==> src/rtl/wake_wb_pkg.sv <==
// Shared definitions for the wake-source controller: register map, bit positions
// and a small address-decode helper.
package wake_wb_pkg;

    // Word offsets selected by adr[3:2]
    typedef enum logic [1:0] {
        WAKE_CTRL   = 2'd0,
        WAKE_STATUS = 2'd1,
        WAKE_TIMER  = 2'd2,
        WAKE_RSVD   = 2'd3
    } reg_sel_e;

    // Bit positions inside CTRL/STATUS
    localparam int WAKE_TMR_BIT = 8;
    localparam int WAKE_PM_BIT  = 16;

    // Width of the countdown timer
    localparam int WAKE_TMR_W   = 24;

    // Map a byte address onto the register it selects
    function automatic reg_sel_e decode_reg(input logic [31:0] adr);
        return reg_sel_e'(adr[3:2]);
    endfunction

endpackage

==> src/rtl/wake_wb_if.sv <==
// Wishbone classic slave bus bundle used by the wake controller.
interface wake_wb_if;

    logic [31:0] wb_adr_i;
    logic [31:0] wb_dat_i;
    logic [31:0] wb_dat_o;
    logic        wb_we_i;
    logic [3:0]  wb_sel_i;
    logic        wb_stb_i;
    logic        wb_ack_o;
    logic        wb_cyc_i;

    modport master (
        output wb_adr_i, wb_dat_i, wb_we_i, wb_sel_i, wb_stb_i, wb_cyc_i,
        input  wb_dat_o, wb_ack_o
    );

    modport slave (
        input  wb_adr_i, wb_dat_i, wb_we_i, wb_sel_i, wb_stb_i, wb_cyc_i,
        output wb_dat_o, wb_ack_o
    );

endinterface

==> src/rtl/wake_wb_debounce.sv <==
// One wake pin: 2-FF synchronizer, mismatch-counting debouncer and a one-cycle
// pulse whenever the accepted (stable) level goes from 0 to 1.
module wake_debounce #(
    parameter int DEB_CYCLES = 256
) (
    input  logic clk,
    input  logic rst,
    input  logic raw,
    output logic rise
);

    localparam int CW = (DEB_CYCLES > 2) ? $clog2(DEB_CYCLES) : 1;
    localparam logic [CW-1:0] LAST = CW'(DEB_CYCLES - 1);

    logic          meta_r;
    logic          sync_r;
    logic          stable_r;
    logic [CW-1:0] cnt_r;
    logic          rise_r;

    // Synchronize the pin, count consecutive disagreeing cycles, accept the new level
    // on the DEB_CYCLES-th one; any agreeing cycle restarts the count.
    always_ff @(posedge clk) begin
        if (rst) begin
            meta_r   <= 1'b0;
            sync_r   <= 1'b0;
            stable_r <= 1'b0;
            cnt_r    <= {CW{1'b0}};
            rise_r   <= 1'b0;
        end else begin
            meta_r <= raw;
            sync_r <= meta_r;
            rise_r <= 1'b0;
            if (sync_r == stable_r) begin
                cnt_r <= {CW{1'b0}};
            end else if (cnt_r == LAST) begin
                stable_r <= sync_r;
                cnt_r    <= {CW{1'b0}};
                rise_r   <= sync_r;
            end else begin
                cnt_r <= cnt_r + CW'(1);
            end
        end
    end

    assign rise = rise_r;

endmodule

==> src/rtl/wake_wb.sv <==
// Wishbone wake-source controller: debounced wake pins plus a one-shot countdown
// timer latch pending events; wake_o is requested while suspended and an enabled
// event is pending, irq_o reports any pending event.
module wake_wb
    import wake_wb_pkg::*;
#(
    parameter int NSRC       = 4,
    parameter int PRESC_DIV  = 1000,
    parameter int DEB_CYCLES = 256
) (
    input  logic            wb_clk_i,
    input  logic            wb_rst_i,
    wake_wb_if.slave        bus,
    input  logic [NSRC-1:0] src_i,
    input  logic            power_mode_i,
    output logic            wake_o,
    output logic            irq_o
);

    localparam int PW = (PRESC_DIV > 2) ? $clog2(PRESC_DIV) : 1;
    localparam logic [PW-1:0] PRESC_LAST = PW'(PRESC_DIV - 1);

    // Register state; pending/enable vectors carry the timer in bit NSRC
    logic [NSRC-1:0]       en_r;
    logic                  tmr_en_r;
    logic [NSRC:0]         pend_r;
    logic [WAKE_TMR_W-1:0] count_r;
    logic [PW-1:0]         presc_r;
    logic                  pm_meta_r;
    logic                  pm_sync_r;
    logic                  wake_r;
    logic                  irq_r;

    // Combinational helpers
    logic                  wr_s;
    reg_sel_e              sel_s;
    logic                  tick_s;
    logic [NSRC-1:0]       pin_rise_s;
    logic [NSRC:0]         en_all_s;
    logic [NSRC:0]         w1c_s;
    logic [NSRC:0]         set_s;
    logic [NSRC:0]         pend_nxt_s;
    logic [WAKE_TMR_W-1:0] count_nxt_s;
    logic                  tmr_set_s;
    logic [31:0]           rd_s;
    logic                  unused_s;

    assign sel_s       = decode_reg(bus.wb_adr_i);
    assign wr_s        = bus.wb_cyc_i & bus.wb_stb_i & bus.wb_we_i;
    assign bus.wb_ack_o = bus.wb_cyc_i & bus.wb_stb_i;
    assign tick_s      = (presc_r == PRESC_LAST);
    assign en_all_s    = {tmr_en_r, en_r};
    assign unused_s    = ^{bus.wb_sel_i, bus.wb_adr_i, bus.wb_dat_i};

    genvar g;
    generate
        for (g = 0; g < NSRC; g++) begin : g_deb
            wake_debounce #(
                .DEB_CYCLES (DEB_CYCLES)
            ) u_deb (
                .clk  (wb_clk_i),
                .rst  (wb_rst_i),
                .raw  (src_i[g]),
                .rise (pin_rise_s[g])
            );
        end
    endgenerate

    // Timer next value: a TIMER write overrides any same-cycle tick; a tick
    // decrements a nonzero count and flags the 1->0 step.
    always_comb begin
        count_nxt_s = count_r;
        tmr_set_s   = 1'b0;
        if (wr_s && (sel_s == WAKE_TIMER)) begin
            count_nxt_s = bus.wb_dat_i[WAKE_TMR_W-1:0];
        end else if (tick_s && tmr_en_r && (count_r != {WAKE_TMR_W{1'b0}})) begin
            count_nxt_s = count_r - {{(WAKE_TMR_W-1){1'b0}}, 1'b1};
            tmr_set_s   = (count_r == {{(WAKE_TMR_W-1){1'b0}}, 1'b1});
        end else begin
            count_nxt_s = count_r;
        end
    end

    // Pending update: write-one-to-clear first, then new events OR in so a set wins.
    always_comb begin
        w1c_s = {(NSRC+1){1'b0}};
        if (wr_s && (sel_s == WAKE_STATUS)) begin
            w1c_s = {bus.wb_dat_i[WAKE_TMR_BIT], bus.wb_dat_i[NSRC-1:0]};
        end else begin
            w1c_s = {(NSRC+1){1'b0}};
        end
        set_s      = {tmr_set_s, pin_rise_s & en_r};
        pend_nxt_s = (pend_r & ~w1c_s) | set_s;
    end

    // Read mux straight from the registers.
    always_comb begin
        rd_s = 32'h0000_0000;
        case (sel_s)
            WAKE_CTRL: begin
                rd_s[NSRC-1:0]     = en_r;
                rd_s[WAKE_TMR_BIT] = tmr_en_r;
            end
            WAKE_STATUS: begin
                rd_s[NSRC-1:0]     = pend_r[NSRC-1:0];
                rd_s[WAKE_TMR_BIT] = pend_r[NSRC];
                rd_s[WAKE_PM_BIT]  = pm_sync_r;
            end
            WAKE_TIMER: begin
                rd_s[WAKE_TMR_W-1:0] = count_r;
            end
            default: begin
                rd_s = 32'h0000_0000;
            end
        endcase
    end

    assign bus.wb_dat_o = rd_s;

    // Free-running prescaler; tick_s marks its wrap cycle.
    always_ff @(posedge wb_clk_i) begin
        if (wb_rst_i) begin
            presc_r <= {PW{1'b0}};
        end else if (tick_s) begin
            presc_r <= {PW{1'b0}};
        end else begin
            presc_r <= presc_r + PW'(1);
        end
    end

    // Software-visible registers, timer count and pending latches.
    always_ff @(posedge wb_clk_i) begin
        if (wb_rst_i) begin
            en_r     <= {NSRC{1'b0}};
            tmr_en_r <= 1'b0;
            pend_r   <= {(NSRC+1){1'b0}};
            count_r  <= {WAKE_TMR_W{1'b0}};
        end else begin
            if (wr_s && (sel_s == WAKE_CTRL)) begin
                en_r     <= bus.wb_dat_i[NSRC-1:0];
                tmr_en_r <= bus.wb_dat_i[WAKE_TMR_BIT];
            end
            pend_r  <= pend_nxt_s;
            count_r <= count_nxt_s;
        end
    end

    // Power-mode synchronizer and registered wake/irq outputs.
    always_ff @(posedge wb_clk_i) begin
        if (wb_rst_i) begin
            pm_meta_r <= 1'b0;
            pm_sync_r <= 1'b0;
            wake_r    <= 1'b0;
            irq_r     <= 1'b0;
        end else begin
            pm_meta_r <= power_mode_i;
            pm_sync_r <= pm_meta_r;
            wake_r    <= pm_sync_r & (|(pend_r & en_all_s));
            irq_r     <= |pend_r;
        end
    end

    assign wake_o = wake_r;
    assign irq_o  = irq_r;

endmodule

==> src/flat_wrapper.sv <==
// flat-port wrapper written by rule: the top's interface ports become plain ports
module wake_wb_flat import wake_wb_pkg::*;
#(
    parameter int NSRC       = 4,
    parameter int PRESC_DIV  = 1000,
    parameter int DEB_CYCLES = 256
)
  (wb_clk_i, wb_rst_i, src_i, power_mode_i, wake_o, irq_o, bus_wb_adr_i, bus_wb_dat_i, bus_wb_we_i, bus_wb_sel_i, bus_wb_stb_i, bus_wb_cyc_i, bus_wb_dat_o, bus_wb_ack_o);
  wake_wb_if bus_i ();
  input  logic wb_clk_i;
  input  logic wb_rst_i;
  input  logic [NSRC-1:0] src_i;
  input  logic power_mode_i;
  output logic wake_o;
  output logic irq_o;
  input wire logic [$bits(bus_i.wb_adr_i)-1:0] bus_wb_adr_i;
  input wire logic [$bits(bus_i.wb_dat_i)-1:0] bus_wb_dat_i;
  input wire logic [$bits(bus_i.wb_we_i)-1:0] bus_wb_we_i;
  input wire logic [$bits(bus_i.wb_sel_i)-1:0] bus_wb_sel_i;
  input wire logic [$bits(bus_i.wb_stb_i)-1:0] bus_wb_stb_i;
  input wire logic [$bits(bus_i.wb_cyc_i)-1:0] bus_wb_cyc_i;
  output wire logic [$bits(bus_i.wb_dat_o)-1:0] bus_wb_dat_o;
  output wire logic [$bits(bus_i.wb_ack_o)-1:0] bus_wb_ack_o;
  assign bus_i.wb_adr_i = bus_wb_adr_i;
  assign bus_i.wb_dat_i = bus_wb_dat_i;
  assign bus_i.wb_we_i = bus_wb_we_i;
  assign bus_i.wb_sel_i = bus_wb_sel_i;
  assign bus_i.wb_stb_i = bus_wb_stb_i;
  assign bus_i.wb_cyc_i = bus_wb_cyc_i;
  assign bus_wb_dat_o = bus_i.wb_dat_o;
  assign bus_wb_ack_o = bus_i.wb_ack_o;
  wake_wb #(.NSRC(NSRC), .PRESC_DIV(PRESC_DIV), .DEB_CYCLES(DEB_CYCLES)) u_core (.wb_clk_i(wb_clk_i), .wb_rst_i(wb_rst_i), .bus(bus_i), .src_i(src_i), .power_mode_i(power_mode_i), .wake_o(wake_o), .irq_o(irq_o));
endmodule
==> config.mk <==
export PLATFORM = sky130hd
export DESIGN_NAME = wake_wb_flat
export DESIGN_NICKNAME = d
export VERILOG_FILES = /design/src/rtl/wake_wb_pkg.sv /design/src/rtl/wake_wb_if.sv /design/src/rtl/wake_wb_debounce.sv /design/src/rtl/wake_wb.sv /design/src/flat_wrapper.sv
export SDC_FILE = /design/constraint.sdc
export NUM_CORES = 1
export LEC_CHECK = 0
export CAP_MARGIN = 20
export CORE_MARGIN = 2
export CORE_UTILIZATION = 45
export CTS_CLUSTER_DIAMETER = 120
export DETAILED_ROUTE_END_ITERATION = 7
export GPL_TIMING_DRIVEN = 1
export PLACE_DENSITY = 0.72
export SLEW_MARGIN = 10
export SYNTH_ARGS = -nofsm -noshare
export SYNTH_HDL_FRONTEND = slang
export SYNTH_HIERARCHICAL = 1
export SYNTH_SLANG_ARGS = --single-unit
==> constraint.sdc <==
create_clock -name wb_clk_i -period 2.9 [get_ports wb_clk_i]
set_input_delay 0.725 -clock wb_clk_i [delete_from_list [all_inputs] [get_ports wb_clk_i]]
set_output_delay 0.725 -clock wb_clk_i [all_outputs]
set_load 0.03 [all_outputs]
==> run_results.csv, run 1 <==
group,metric,value,unit
outcome,outcome,"complete, no violations",
clocking,cts-root-buf,"clkbuf_8",
floorplan,dieWidth,106.1,um
detailed_routing,drtPass1Iterations,6,
final_layout,drive_gt1_share,11.25,%
power,powerDensity,456.7,nW/um2
final_layout,layout_common_cells,"dfxtp_1 (96), nor2_1 (54), nand2_1 (43), buf_4 (39), nand3_1 (37)",
floorplan,io_pins,113,
final_layout,fin_nets,707,
clocking,cts_tree,"yes",
placement,place_area,5430,um2
sta,hold_violations,0,
clocking,cts_made_buffers,9,
detailed_routing,drc,0,
clocking,cts_sinks,96,
sta,worstMarginPinSlew,0.5991,ns
logic_synthesis,netlist_instances,549,
sta,timing.final.crit_share,90.20,%
sta,slew_headroom,59.88,%
logic_synthesis,synth_flop_cell,"dfxtp_1",
floorplan,initial_core_util,45.81,%
placement,place_hpwl,8169,um
logic_synthesis,avgSynthCellArea,8.537,um2
logic_synthesis,syn_area,4687,um2
clocking,clkLatencyLatePin,0.36,ns
global_route,track_usage,19.88,%
logic_synthesis,yosysSeqAreaShare,41.00,%
clocking,htreeDepth,3,
power,p_leak,2.190,nW
logic_synthesis,synth-seq-cells,96,
sta,fin_crit,2.616,ns
global_route,grt_pass1_vias,3916,
logic_synthesis,yosysWarnings,6,
detailed_routing,wirelength,11120,um
min_path,min-delay-path-class,"flop to flop",
global_route,grt_overflow,0,
setup_path,cp_max_fo,7,
global_route,grt_pass1_wl,18130,um
sta,grt_setup_unrepaired,"no",
floorplan,coreArea,10230,um2
placement,dp_cells,742,
sta,slew_viol_final,0,
clocking,path_clk_slew,0.10,ns
sta,holdWs,0.4433,ns
detailed_routing,detail_route.wl_per_cell,14.67,um
floorplan,dieArea,11250,um2
detailed_routing,drtIter0Drc,250,
flow_run,cap_violations,0,
global_route,grt_antenna_before_repair,0,
power,vdd_drop_max,0.3284,mV
floorplan,rows,37,
final_layout,areaGrowthSynthToFinish,21.44,%
clocking,clk_path_buf_depth,2,
final_layout,layout_commonest_cell,"dfxtp_1",
setup_path,regToRegSetupSlack,0.28,ns
logic_synthesis,async_flop_share,0,%
placement,io_buffers,62,
global_route,grt_max_degree,34,
final_layout,seqCellArea,1922,um2
sta,clock.fmax,382.3,MHz
setup_path,worstPathArrival,2.88,ns
setup_path,required,3.16,ns
final_layout,finalInstanceArea,5692,um2
detailed_routing,detail-route-antenna-nets,0,
setup_path,crit_path_end_kind,"flop",
final_layout,stdcell_count,758,
detailed_routing,post_drt_via_cell_ratio,5.666,
final_layout,fillCellCount,944,
logic_synthesis,synth.distinct_cells,53,
power,power.total,0.002599,W
placement,gp_congestion,0.8597,
setup_path,critPathLaunchType,"flop",
setup_path,crit_type,"flop to flop",
final_layout,multi_input_area,2621,um2
detailed_routing,route.vias.total,4295,
floorplan,die_h,106.1,um
sta,finClkSkew,0.01130,ns
final_layout,diodes,0,
sta,setup_viol,0,
clocking,postCtsSetupBuffers,0,
logic_synthesis,synth_edf_count,0,
-- area by class of cell --
cell class | count | area share (%)
Inverter | 19 | 1.253
Multi-Input combinational cell | 414 | 46.05
Sequential cell | 96 | 33.77
Tap cell | 136 | 2.990
Clock inverter | 6 | 1.605
Clock buffer | 10 | 2.242
Timing Repair Buffer | 77 | 12.09
-- worst paths after layout --
path              cells past startpoint                    startpoint                           end
setup / recovery                      5             u_core/count_r[9]            u_core/count_r[19]
hold / removal                        1  u_core/g_deb[3].u_deb/meta_r  u_core/g_deb[3].u_deb/sync_r
setup reg to reg                      5             u_core/count_r[9]            u_core/count_r[19]
hold reg to reg                       1  u_core/g_deb[3].u_deb/meta_r  u_core/g_deb[3].u_deb/sync_r
-- metal layers --
metal	up-vias	part of all wire, %	global-route usage (%)
met4	0	1.9	7.143
met1	2001	45	26.19
met3	18	6.0	2.882
met5	-	0	0
li1	2124	-	-
met2	152	47	33.23
-- synthesized netlist by cell type (2+ instances only) --
master	n	area, um2
a222oi_1	6	60.06
a32o_1	5	50.05
a211oi_1	2	15.01
buf_2	3	15.01
nor2b_1	11	68.82
nand3_1	37	185.2
a22oi_1	6	45.04
or2_2	4	25.02
a31oi_1	16	100.1
a21oi_1	18	90.09
nor3b_1	3	22.52
and2_1	18	112.6
a311oi_1	2	17.52
nand2_1	43	161.4
buf_4	8	60.06
clkbuf_1	14	52.55
and3_1	9	56.30
xnor2_1	10	87.58
o21ai_0	29	145.1
or3_1	23	143.9
dfxtp_1	96	1922
mux2i_1	6	60.06
inv_1	19	71.32
nand4_4	4	85.08
and4_1	4	35.03
nor3_1	8	40.04
o211ai_1	6	45.04
nand4_1	6	37.54
or4_1	12	90.09
ha_1	12	150.1
o31ai_1	11	82.58
nor4_1	9	56.30
xor2_1	16	140.1
nor2_1	54	202.7
-- sequential cells by signal (all words and copies together) (netlist names) --
register	cells
u_core/count_r	24
u_core/en_r	4
u_core/g_deb.u_deb/cnt_r	32
u_core/g_deb.u_deb/meta_r	4
u_core/g_deb.u_deb/rise	4
u_core/g_deb.u_deb/stable_r	4
u_core/g_deb.u_deb/sync_r	4
u_core/irq_o	1
u_core/pend_r	5
u_core/pm_meta_r	1
u_core/pm_sync_r	1
u_core/presc_r	10
u_core/tmr_en_r	1
u_core/wake_o	1
-- power breakdown --
group          leakage [nW]  internal (W)  switching, W  total [W]
clock network         0.104      0.000491      0.000476   0.000967
registers             0.777       0.00134     0.0000184    0.00136
logic                  1.31      0.000117      0.000161   0.000277
-- kinds of logic after synthesis --
kind of cell | share of synthesized area (%)
AND/OR/NAND/NOR | 29.12
other | 0.08001
adder cells (fa/ha/maj) | 3.203
AO/OA/AOI/OAI | 16.02
multiplexers | 1.281
flip-flops | 41.00
XOR/XNOR | 4.858
buffers and inverters | 4.431
-- worst max-delay path: stages (launching register included) --
cell,delay (ns)
dfxtp_1,0.36
or4_1,0.57
or4b_1,0.52
or3_1,0.45
or3_1,0.35
a32o_1,0.26
-- per-stage QoR --
step,TNS (ns),util [%],setup slack [ns]
after global placement,-0.1445,53.08,-0.05242
after CTS,-0.0002016,55.48,-0.0002016
after floorplan,0,-,0.3806
final,0,55.63,0.2842
after global routing,0,55.63,0.2100
after detailed placement,-1.025,53.08,-0.07405
-- what timing repair did --
item / 4_1_cts / 5_1_grt
endpoints found under the setup margin: 24 / 23
pin swaps: 3 / 2
gates resized for setup: 6 / 4
hold buffers: 0 / 0
Note: power is estimated with default switching activity, not from simulation.
==> run 2, diff against run 1 <==
--- a/config.mk
+++ b/config.mk
@@ -5,13 +5,14 @@
 export SDC_FILE = /design/constraint.sdc
 export NUM_CORES = 1
 export LEC_CHECK = 0
+export ABC_AREA = 1
 export CAP_MARGIN = 20
 export CORE_MARGIN = 2
 export CORE_UTILIZATION = 45
 export CTS_CLUSTER_DIAMETER = 120
 export DETAILED_ROUTE_END_ITERATION = 7
 export GPL_TIMING_DRIVEN = 1
-export PLACE_DENSITY = 0.72
+export PLACE_DENSITY = 0.7
 export SLEW_MARGIN = 10
 export SYNTH_ARGS = -nofsm -noshare
 export SYNTH_HDL_FRONTEND = slang
==> run 2 against run 1 <==
Compared with the run above:
- die area is 16% higher
- worst setup slack worse by 0.18 ns
- clock power is 25% higher
- clock skew is 0.0058 ns lower
- critical path depth is 3 higher
- critical path type is now input pin to output pin
- largest power group unchanged
==> run_results.csv, run 2 <==
group,metric,value,unit
clocking,cts-root-buf,"clkbuf_16",
clocking,path_clk_slew,0.06,ns
setup_path,cp_max_fo,7,
min_path,min-delay-path-class,"flop to flop",
detailed_routing,wl_met2,5452,um
sta,slew_viol_final,0,
final_layout,largest_reg_flops,32,
power,vdd_drop_max,0.3691,mV
global_route,grt_antenna_before_repair,0,
sta,grt_setup_unrepaired,"no",
global_route,grt_max_degree,32,
final_layout,fillCellCount,1181,
detailed_routing,post_drt_via_cell_ratio,4.751,
clocking,ctsResizeCount,0,
detailed_routing,drtIter0Drc,215,
logic_synthesis,synth_edf_count,0,
logic_synthesis,netlist_instances,809,
setup_path,path_delay_family,"buffers and inverters",
power,p_leak,2.877,nW
logic_synthesis,synth_top_area_share,35.22,%
flow_run,cap_violations,0,
logic_synthesis,synth_area_leaders,"dfxtp_1 (35%), nand2_1 (13%), nor2_1 (9.8%)",
logic_synthesis,yosysWarnings,6,
detailed_routing,detail_route.wl_per_cell,11.41,um
global_route,grt_overflow,0,
logic_synthesis,synth.distinct_cells,37,
logic_synthesis,syn_area,5456,um2
sta,clock.fmax,358.3,MHz
sta,fin_crit,2.791,ns
clocking,postCtsSetupBuffers,0,
clocking,cts_sinks,96,
outcome,outcome,"complete, no violations",
detailed_routing,drtPass1Iterations,5,
floorplan,coreArea,11910,um2
clocking,cts_made_buffers,9,
detailed_routing,wl_met1,5564,um
detailed_routing,detail-route-antenna-nets,0,
sta,finClkSkew,0.005544,ns
setup_path,worstPathArrival,2.07,ns
floorplan,dieArea,13020,um2
placement,io_buffers,62,
setup_path,required,2.17,ns
sta,timing.final.crit_share,96.25,%
setup_path,critPathLaunchType,"input pin",
clocking,cts_tree,"yes",
sta,finalSetupTns,0,ns
clocking,htreeDepth,3,
sta,setup_viol,0,
placement,dp_cells,1009,
floorplan,io_pins,113,
global_route,grt_pass1_wl,19740,um
final_layout,layout_commonest_cell,"nand2_1",
setup_path,crit_path_end_kind,"output pin",
logic_synthesis,yosysSeqAreaShare,35.22,%
setup_path,crit_chain,"clkdlybuf4s50_1 > inv_1 > ha_2 > nand2_1 > o211ai_1 > nand2_1 > inv_1 > buf_4",
clocking,hold_buffers,0,
setup_path,cp_slowest_cell,"clkdlybuf4s50_1",
final_layout,stdcell_count,1025,
logic_synthesis,synth_area_leader_cell,"dfxtp_1",
detailed_routing,wirelength,11690,um
global_route,grt_pass1_vias,4300,
final_layout,fin_nets,963,
placement,gp_congestion,0.8775,
setup_path,critPathBufInv,4,
logic_synthesis,avgSynthCellArea,6.745,um2
detailed_routing,route.vias.total,4870,
clocking,clk_path_buf_depth,2,
floorplan,rows,40,
logic_synthesis,synth_flop_cell,"dfxtp_1",
logic_synthesis,synthTopCellsByCount,"nand2_1 (183), nor2_1 (143), inv_1 (104)",
detailed_routing,wl_met3,466,um
logic_synthesis,synth_most_common_cell,"nand2_1",
global_route,track_usage,18.83,%
logic_synthesis,synth-seq-cells,96,
clocking,clkLatencyLatePin,0.35,ns
final_layout,drive_gt1_share,15.38,%
floorplan,die_h,114.1,um
final_layout,regMostFlops,"u_core/g_deb.u_deb/cnt_r",
logic_synthesis,async_flop_share,0,%
sta,hold_violations,0,
setup_path,crit_type,"input pin to output pin",
detailed_routing,top_layer,"met4",
final_layout,reg_top3,"u_core/g_deb.u_deb/cnt_r x32, u_core/count_r x24, u_core/presc_r x10",
final_layout,areaGrowthSynthToFinish,17.84,%
power,powerDensity,457.1,nW/um2
final_layout,layout_common_cells,"nand2_1 (183), nor2_1 (143), inv_1 (103), dfxtp_1 (96), nand3_1 (50)",
detailed_routing,drc,0,
floorplan,initial_core_util,45.81,%
floorplan,dieWidth,114.1,um
final_layout,diodes,0,
placement,place_hpwl,8616,um
setup_path,critPathMaxStageDelay,0.49,ns
## run 2: worst paths after layout
path	cells past startpoint	to	from	slack, ns
worst max-delay path	8	bus_wb_dat_o[2]	bus_wb_adr_i[3]	0.11
worst min-delay path	2	u_core/g_deb[3].u_deb/sync_r	u_core/g_deb[3].u_deb/meta_r	0.40
worst max register to register	10	u_core/count_r[15]	u_core/presc_r[0]	0.94
worst min register to register	2	u_core/g_deb[3].u_deb/sync_r	u_core/g_deb[3].u_deb/meta_r	0.40
## run 2: layout make-up
type	count	area (um2)	area share [%]
well taps	147	183.9	2.860
clock buffers	9	225.2	3.503
flip-flops and latches	96	1922	29.89
multi-input cells	591	3005	46.74
clock inverters	7	80.08	1.245
repair buffers	69	613.1	9.535
inverters	106	400.4	6.227
## run 2: layer usage
layer / track usage, % / up-vias
li1: - / 2630
met1: 24.37 / 2134
met2: 30.87 / 89
met3: 3.970 / 17
met4: 7.236 / 0
met5: 0 / -
## run 2: where the power goes
| group | switching, W | internal (W) | leakage (nW) |
|---|---|---|---|
| Combinational | 0.000218 | 0.000147 | 1.95 |
| Sequential | 0.0000208 | 0.00134 | 0.777 |
| Clock | 0.000536 | 0.000679 | 0.148 |
## run 2: worst reg2reg max path, cell delays in order (launching register included)
cell     delay, ns
dfxtp_1       0.35
ha_1          0.20
inv_1         0.05
nor2_1        0.12
nand3_1       0.12
nor2_1        0.17
nand2_2       0.15
nand2_4       0.33
inv_4         0.16
nor2_1        0.15
nor2_1        0.05
## run 2: cells by family (layout without fill, tap and decap cells)
| kind of cell | after synthesis | count (layout) | synth area share [%] |
|---|---|---|---|
| AND/OR/NAND/NOR | 460 | 460 | 38.52 |
| buffers and inverters | 129 | 191 | 10.50 |
| flip-flops | 96 | 96 | 35.22 |
| AO/OA/AOI/OAI | 94 | 94 | 10.20 |
| XOR/XNOR | 17 | 17 | 2.729 |
| adder cells (fa/ha/maj) | 12 | 12 | 2.752 |
| other | 1 | 8 | 0.06873 |
## run 2: through the flow
stage	total power (W)	util, %	setup slack [ns]	hold slack (ns)	instance area (um2)
2_1_floorplan	0.001643	-	0.1704	0.3883	5483
3_3_place_gp	0.001746	51.27	0.05947	0.3894	6107
3_5_place_dp	0.001748	51.27	0.05291	0.3922	6107
4_1_cts	0.002971	53.83	0.04906	0.4022	6412
5_1_grt	0.003092	53.98	0.01816	0.4188	6430
6_report	0.002939	53.98	0.1088	0.4011	6430
